### src/rtl/delay_line_sched_pkg.sv
// Shared types and limits for the kernel delay-line scheduler.
package delay_line_sched_pkg;

    typedef enum logic [1:0] {FILL, RUN, DRAIN} dls_state_t;

    localparam int DLS_MIN_DEPTH = 2;

endpackage

### src/rtl/delay_line_sched.sv
// Shift/zero/valid sequencing for the kernel delay line: fill, run, drain.
module delay_line_sched
    import delay_line_sched_pkg::*;
#(
    parameter int DELYNUM = 6
) (
    input  logic clk,
    input  logic rst,
    input  logic in_valid,
    output logic in_ready,
    input  logic in_last,
    output logic dl_shift,
    output logic dl_zero,
    output logic out_valid,
    input  logic out_ready,
    output logic out_last,
    output logic busy
);

    localparam int CNTW = $clog2(DELYNUM + 1);
    localparam logic [CNTW-1:0] FULL  = CNTW'(DELYNUM);
    localparam logic [CNTW-1:0] LASTD = CNTW'(DELYNUM - 1);

    generate
        if (DELYNUM < DLS_MIN_DEPTH) begin : g_bad_depth
            $error("delay_line_sched: DELYNUM below minimum depth");
        end
    endgenerate

    dls_state_t      r_st;
    dls_state_t      w_st_nxt;
    logic [CNTW-1:0] r_shift_cnt;
    logic [CNTW-1:0] w_shift_nxt;
    logic [CNTW-1:0] r_drn_cnt;
    logic [CNTW-1:0] w_drn_nxt;

    always_ff @(posedge clk or posedge rst) begin
        if (rst) begin
            r_st        <= FILL;
            r_shift_cnt <= '0;
            r_drn_cnt   <= '0;
        end else begin
            r_st        <= w_st_nxt;
            r_shift_cnt <= w_shift_nxt;
            r_drn_cnt   <= w_drn_nxt;
        end
    end

    always_comb begin
        in_ready    = 1'b0;
        dl_shift    = 1'b0;
        dl_zero     = 1'b0;
        out_valid   = 1'b0;
        out_last    = 1'b0;
        w_st_nxt    = r_st;
        w_shift_nxt = r_shift_cnt;
        w_drn_nxt   = r_drn_cnt;
        unique case (r_st)
            FILL: begin
                in_ready = 1'b1;
                dl_shift = in_valid;
                if (in_valid) begin
                    w_shift_nxt = r_shift_cnt + 1'b1;
                    if (in_last) begin
                        w_st_nxt = DRAIN;
                    end else if (r_shift_cnt == LASTD) begin
                        w_st_nxt = RUN;
                    end
                end
            end
            RUN: begin
                out_valid = in_valid;
                in_ready  = out_ready;
                dl_shift  = in_valid & out_ready;
                if (in_valid && out_ready && in_last) begin
                    w_st_nxt = DRAIN;
                end
            end
            DRAIN: begin
                dl_zero   = 1'b1;
                out_valid = (r_shift_cnt == FULL);
                // Short frames still travel to the taps via bubble shifts.
                dl_shift  = out_valid ? out_ready : 1'b1;
                out_last  = out_valid && (r_drn_cnt == LASTD);
                if (dl_shift) begin
                    if (r_drn_cnt == LASTD) begin
                        w_st_nxt    = FILL;
                        w_shift_nxt = '0;
                        w_drn_nxt   = '0;
                    end else begin
                        w_drn_nxt   = r_drn_cnt + 1'b1;
                        w_shift_nxt = (r_shift_cnt == FULL) ? FULL
                                                            : r_shift_cnt + 1'b1;
                    end
                end
            end
            default: begin
                w_st_nxt = FILL;
            end
        endcase
    end

    assign busy = (r_st != FILL) || (r_shift_cnt != '0);

endmodule

### config.mk
export PLATFORM = sky130hd
export DESIGN_NAME = delay_line_sched
export DESIGN_NICKNAME = d
export VERILOG_FILES = /design/src/rtl/delay_line_sched_pkg.sv /design/src/rtl/delay_line_sched.sv
export SDC_FILE = /design/constraint.sdc
export NUM_CORES = 1
export LEC_CHECK = 0
export ABC_AREA = 1
export BUFFER_PORTS_ARGS = -buffer_cell sky130_fd_sc_hd__buf_4
export CAP_MARGIN = 10
export CORE_AREA = 2 2 39 41
export CTS_CLUSTER_DIAMETER = 40
export CTS_CLUSTER_SIZE = 30
export DETAILED_ROUTE_END_ITERATION = 7
export DIE_AREA = 0 0 41 43
export GPL_TIMING_DRIVEN = 0
export PLACE_DENSITY = 0.72
export SYNTH_ARGS = -nofsm -noshare
export SYNTH_HDL_FRONTEND = slang
export SYNTH_SLANG_ARGS = --single-unit
### constraint.sdc
create_clock -name clk -period 1.8 [get_ports clk]
set_clock_uncertainty 0.15 [all_clocks]
set_input_delay 0 -clock clk [delete_from_list [all_inputs] [get_ports clk]]
set_output_delay 0 -clock clk [all_outputs]
set_load 0.02 [all_outputs]
==> impl_metrics.xml <==
<?xml version="1.0" encoding="UTF-8"?>
<metrics>
  <group name="global_routing">
    <metric name="maximum_number_of_pins_on_one_net_before_global_route_repair" unit="">9</metric>
    <metric name="via_count_of_the_first_global_routing_pass" unit="">541</metric>
    <metric name="globalRoute.totalOverflow" unit="">0</metric>
    <metric name="grt_first_pass_wirelength" unit="mm">2.11</metric>
    <metric name="grtUsageTotal" unit="">0.173</metric>
    <metric name="antenna_found_initial" unit="">0</metric>
  </group>
  <group name="layout">
    <metric name="antenna-diode-count" unit="">0</metric>
    <metric name="most-common-layout-cells" unit="">24 x sky130_fd_sc_hd__nand2_1, 13 x sky130_fd_sc_hd__inv_1, 12 x sky130_fd_sc_hd__buf_4, 8 x sky130_fd_sc_hd__dfrtp_1</metric>
    <metric name="layout.cells.non_filler" unit="">127</metric>
    <metric name="most_frequent_standard_cell_in_the_layout_excluding_fill_and_tap_cells" unit="">sky130_fd_sc_hd__nand2_1</metric>
    <metric name="nNetsFinal" unit="">126</metric>
    <metric name="proportion_of_layout_cells_with_a_drive_suffix_above_1" unit="">0.252</metric>
    <metric name="utilization" unit="">0.606</metric>
    <metric name="syn2layout_area_growth" unit="%">26.9</metric>
  </group>
  <group name="floorplan">
    <metric name="fp.dieArea" unit="sq mm">0.00176</metric>
    <metric name="dieWidth" unit="microns">41</metric>
    <metric name="floorplan.core_area" unit="sq mm">0.00138</metric>
    <metric name="start_util" unit="">0.477</metric>
    <metric name="fp.dieH" unit="microns">43</metric>
    <metric name="design.portCount" unit="">11</metric>
    <metric name="rows" unit="">14</metric>
  </group>
  <group name="routing">
    <metric name="vias_cell" unit="">4.93</metric>
    <metric name="detailedRoute.firstPassIterationCount" unit="">4</metric>
    <metric name="detail_route.drc_violations" unit="">0</metric>
    <metric name="num_vias" unit="">626</metric>
    <metric name="drt.antenna.violating_nets" unit="">0</metric>
    <metric name="route.final.wire_length" unit="mm">1.38</metric>
    <metric name="detailed_router_s_first_iteration_violation_count" unit="">13</metric>
    <metric name="drt-wirelength-per-cell" unit="microns">10.9</metric>
  </group>
  <group name="clock_tree">
    <metric name="h-tree-depth" unit="">1</metric>
    <metric name="cts_root_buf" unit="">sky130_fd_sc_hd__clkbuf_4</metric>
    <metric name="cts_made_buffers" unit="">3</metric>
    <metric name="tritoncts_num_sinks" unit="">8</metric>
    <metric name="clkTransAtPathRegs" unit="ps">50</metric>
    <metric name="clock_tree_from_tritoncts" unit="">yes</metric>
    <metric name="clock_tree.buffer_depth" unit="">2</metric>
    <metric name="worst_skew_pair.late_latency" unit="ps">250</metric>
  </group>
  <group name="placement">
    <metric name="numPortBuffers" unit="">10</metric>
    <metric name="hpwlAfterDp" unit="mm">1.01</metric>
    <metric name="gp_congestion" unit="">0.812</metric>
    <metric name="place.detailed.instances" unit="">119</metric>
  </group>
  <group name="yosys">
    <metric name="post_synthesis_sequential_area_ratio" unit="">0.303</metric>
    <metric name="share_of_the_synthesized_area_in_compound_gates_ao_oa_aoi_oai" unit="">0.100</metric>
    <metric name="synth_xor_area_frac" unit="">0.0398</metric>
    <metric name="synthAdderAreaFrac" unit="">0.152</metric>
    <metric name="yosys_register_bits" unit="">8</metric>
    <metric name="synth.net_count" unit="">106</metric>
    <metric name="synth.distinct_cells" unit="">19</metric>
    <metric name="synthesis.yosys.warnings" unit="">0</metric>
    <metric name="synthMuxAreaShare" unit="">0</metric>
    <metric name="synthesis.area" unit="sq um">661</metric>
    <metric name="synthSimpleGateAreaFrac" unit="">0.309</metric>
    <metric name="synth_top_family_by_area" unit="">simple AND/OR/NAND/NOR gates</metric>
    <metric name="synthesis.instances" unit="">93</metric>
    <metric name="mean_instance_size_in_the_synthesized_netlist" unit="sq um">7.10</metric>
  </group>
  <group name="worst_hold_path">
    <metric name="hold_path_class" unit="">primary input to register</metric>
  </group>
  <group name="worst_setup_path">
    <metric name="timing.critical_path.arrival" unit="ps">1560</metric>
    <metric name="worst-endpoint-required" unit="ps">1650</metric>
    <metric name="setup.worst_path.end_class" unit="">output port</metric>
    <metric name="worst-setup-path-type" unit="">register to output port</metric>
    <metric name="highest_net_fanout_along_the_worst_path" unit="">4</metric>
    <metric name="worst_setup_path_start_kind" unit="">register</metric>
  </group>
  <group name="power">
    <metric name="power.leakage" unit="nW">0.448</metric>
    <metric name="power-per-cell-area" unit="mW/mm^2">1650</metric>
    <metric name="vdd_drop_max" unit="mV">0.830</metric>
  </group>
  <group name="sta">
    <metric name="slew_headroom" unit="">0.795</metric>
    <metric name="hold_viol_final" unit="">0</metric>
    <metric name="worst_pin_slew" unit="ps">307</metric>
    <metric name="finalWorstPathRequiredPeriod" unit="ps">1710</metric>
    <metric name="finalSetupViolations" unit="">0</metric>
    <metric name="achievable-frequency" unit="GHz">0.584</metric>
    <metric name="fin_crit_sh" unit="">0.952</metric>
    <metric name="setup_total_negative_slack" unit="ps">0</metric>
    <metric name="final_count_of_pins_violating_max_slew" unit="">0</metric>
  </group>
  <group name="job">
    <metric name="maxCapViolations" unit="">0</metric>
  </group>
  <group name="outcome">
    <metric name="run_status" unit="">finished, final reports clean</metric>
  </group>
</metrics>
==> metrics by stage <==
stage	setup WS [ps]	area, sq um	power [W]	hold WS, ps
detailed placement	215	756	0.00120	-180
floorplan	146	661	0.000978	-334
CTS	46.2	808	0.00134	67.9
global placement	249	756	0.00117	-188
global route	-10.7	838	0.00154	116
finish	86.7	838	0.00138	77.7
==> power by group <==
group	internal, W	total (W)	switching, W	leakage [nW]
combinational	0.000369	0.000863	0.000495	0.334
sequential	0.000267	0.000388	0.000121	0.0999
clock	0.0000761	0.000134	0.0000577	0.0138
total	0.000712	0.00138	0.000673	0.448
==> logic make-up (layout without fill, tap and decap cells) <==
group           Yosys count  after routing
compound gates           12             12
xor+xnor                  3              3
simple gates             45             45
buf+inv                  17             35
fa+ha+maj                 8              8
flops                     8              8
==> repair_timing <==
action | CTS | global route
hold endpoints to repair | 12 | 0
gates resized for setup | 0 | 5
buffers inserted | 0 | 2
setup endpoints to repair | 0 | 2
hold buffers | 3 | 0
==> final cells by class <==
type / count / area [sq um]
clock buffer: 3 / 22.5
multi-input combinational: 68 / 412
tap: 16 / 20.0
inverter: 17 / 63.8
timing repair buffer: 15 / 120
sequential: 8 / 200
fill: 127 / 546
==> metal layers <==
metal  vias to the layer above  global-route usage  wire, microns
met5                         -                   0              0
li1                        327                   -              -
met4                         0               0.100             19
met1                       285               0.223            646
met2                        12               0.275            684
met3                         2                   0             32
==> critical path, stage by stage (launching register included) <==
cell	delay [ps]
sky130_fd_sc_hd__dfrtp_1	430
sky130_fd_sc_hd__inv_1	110
sky130_fd_sc_hd__ha_2	210
sky130_fd_sc_hd__inv_1	90
sky130_fd_sc_hd__o21ai_1	130
sky130_fd_sc_hd__nand2_1	70
sky130_fd_sc_hd__a21oi_1	130
sky130_fd_sc_hd__buf_4	150
==> final timing paths <==
path / start / slack, ps / to / depth (start not counted)
min in group asynchronous: rst / 100 / r_drn_cnt[2]$_DFFE_PP0P_ / 3
worst max-delay path: r_st[0]$_DFFE_PP0P_ / 90 / dl_shift / 7
max in group asynchronous: rst / 1160 / r_drn_cnt[0]$_DFFE_PP0P_ / 3
worst max register to register: r_st[0]$_DFFE_PP0P_ / 240 / r_st[1]$_DFFE_PP0P_ / 7
worst min-delay path: in_valid / 80 / r_shift_cnt[2]$_DFFE_PP0P_ / 5
worst min register to register: r_shift_cnt[0]$_DFFE_PP0P_ / 420 / r_shift_cnt[0]$_DFFE_PP0P_ / 2
==> cells in the mapped netlist (all sizes together) <==
cell	count	area share
a21boi	1	0.011
a21oi	1	0.0076
dfrtp	8	0.30
ha	8	0.15
inv	17	0.097
nand2	26	0.16
nand3	9	0.083
nand3b	1	0.011
nand4	1	0.0095
nor2	8	0.049
o21ai	10	0.081
xnor2	2	0.027
xor2	1	0.013
==> state kept, by name (all words and copies together) (netlist names) <==
name and cells:
r_drn_cnt 3, r_shift_cnt 3, r_st 2
Note: power is estimated with default switching activity, not from simulation.
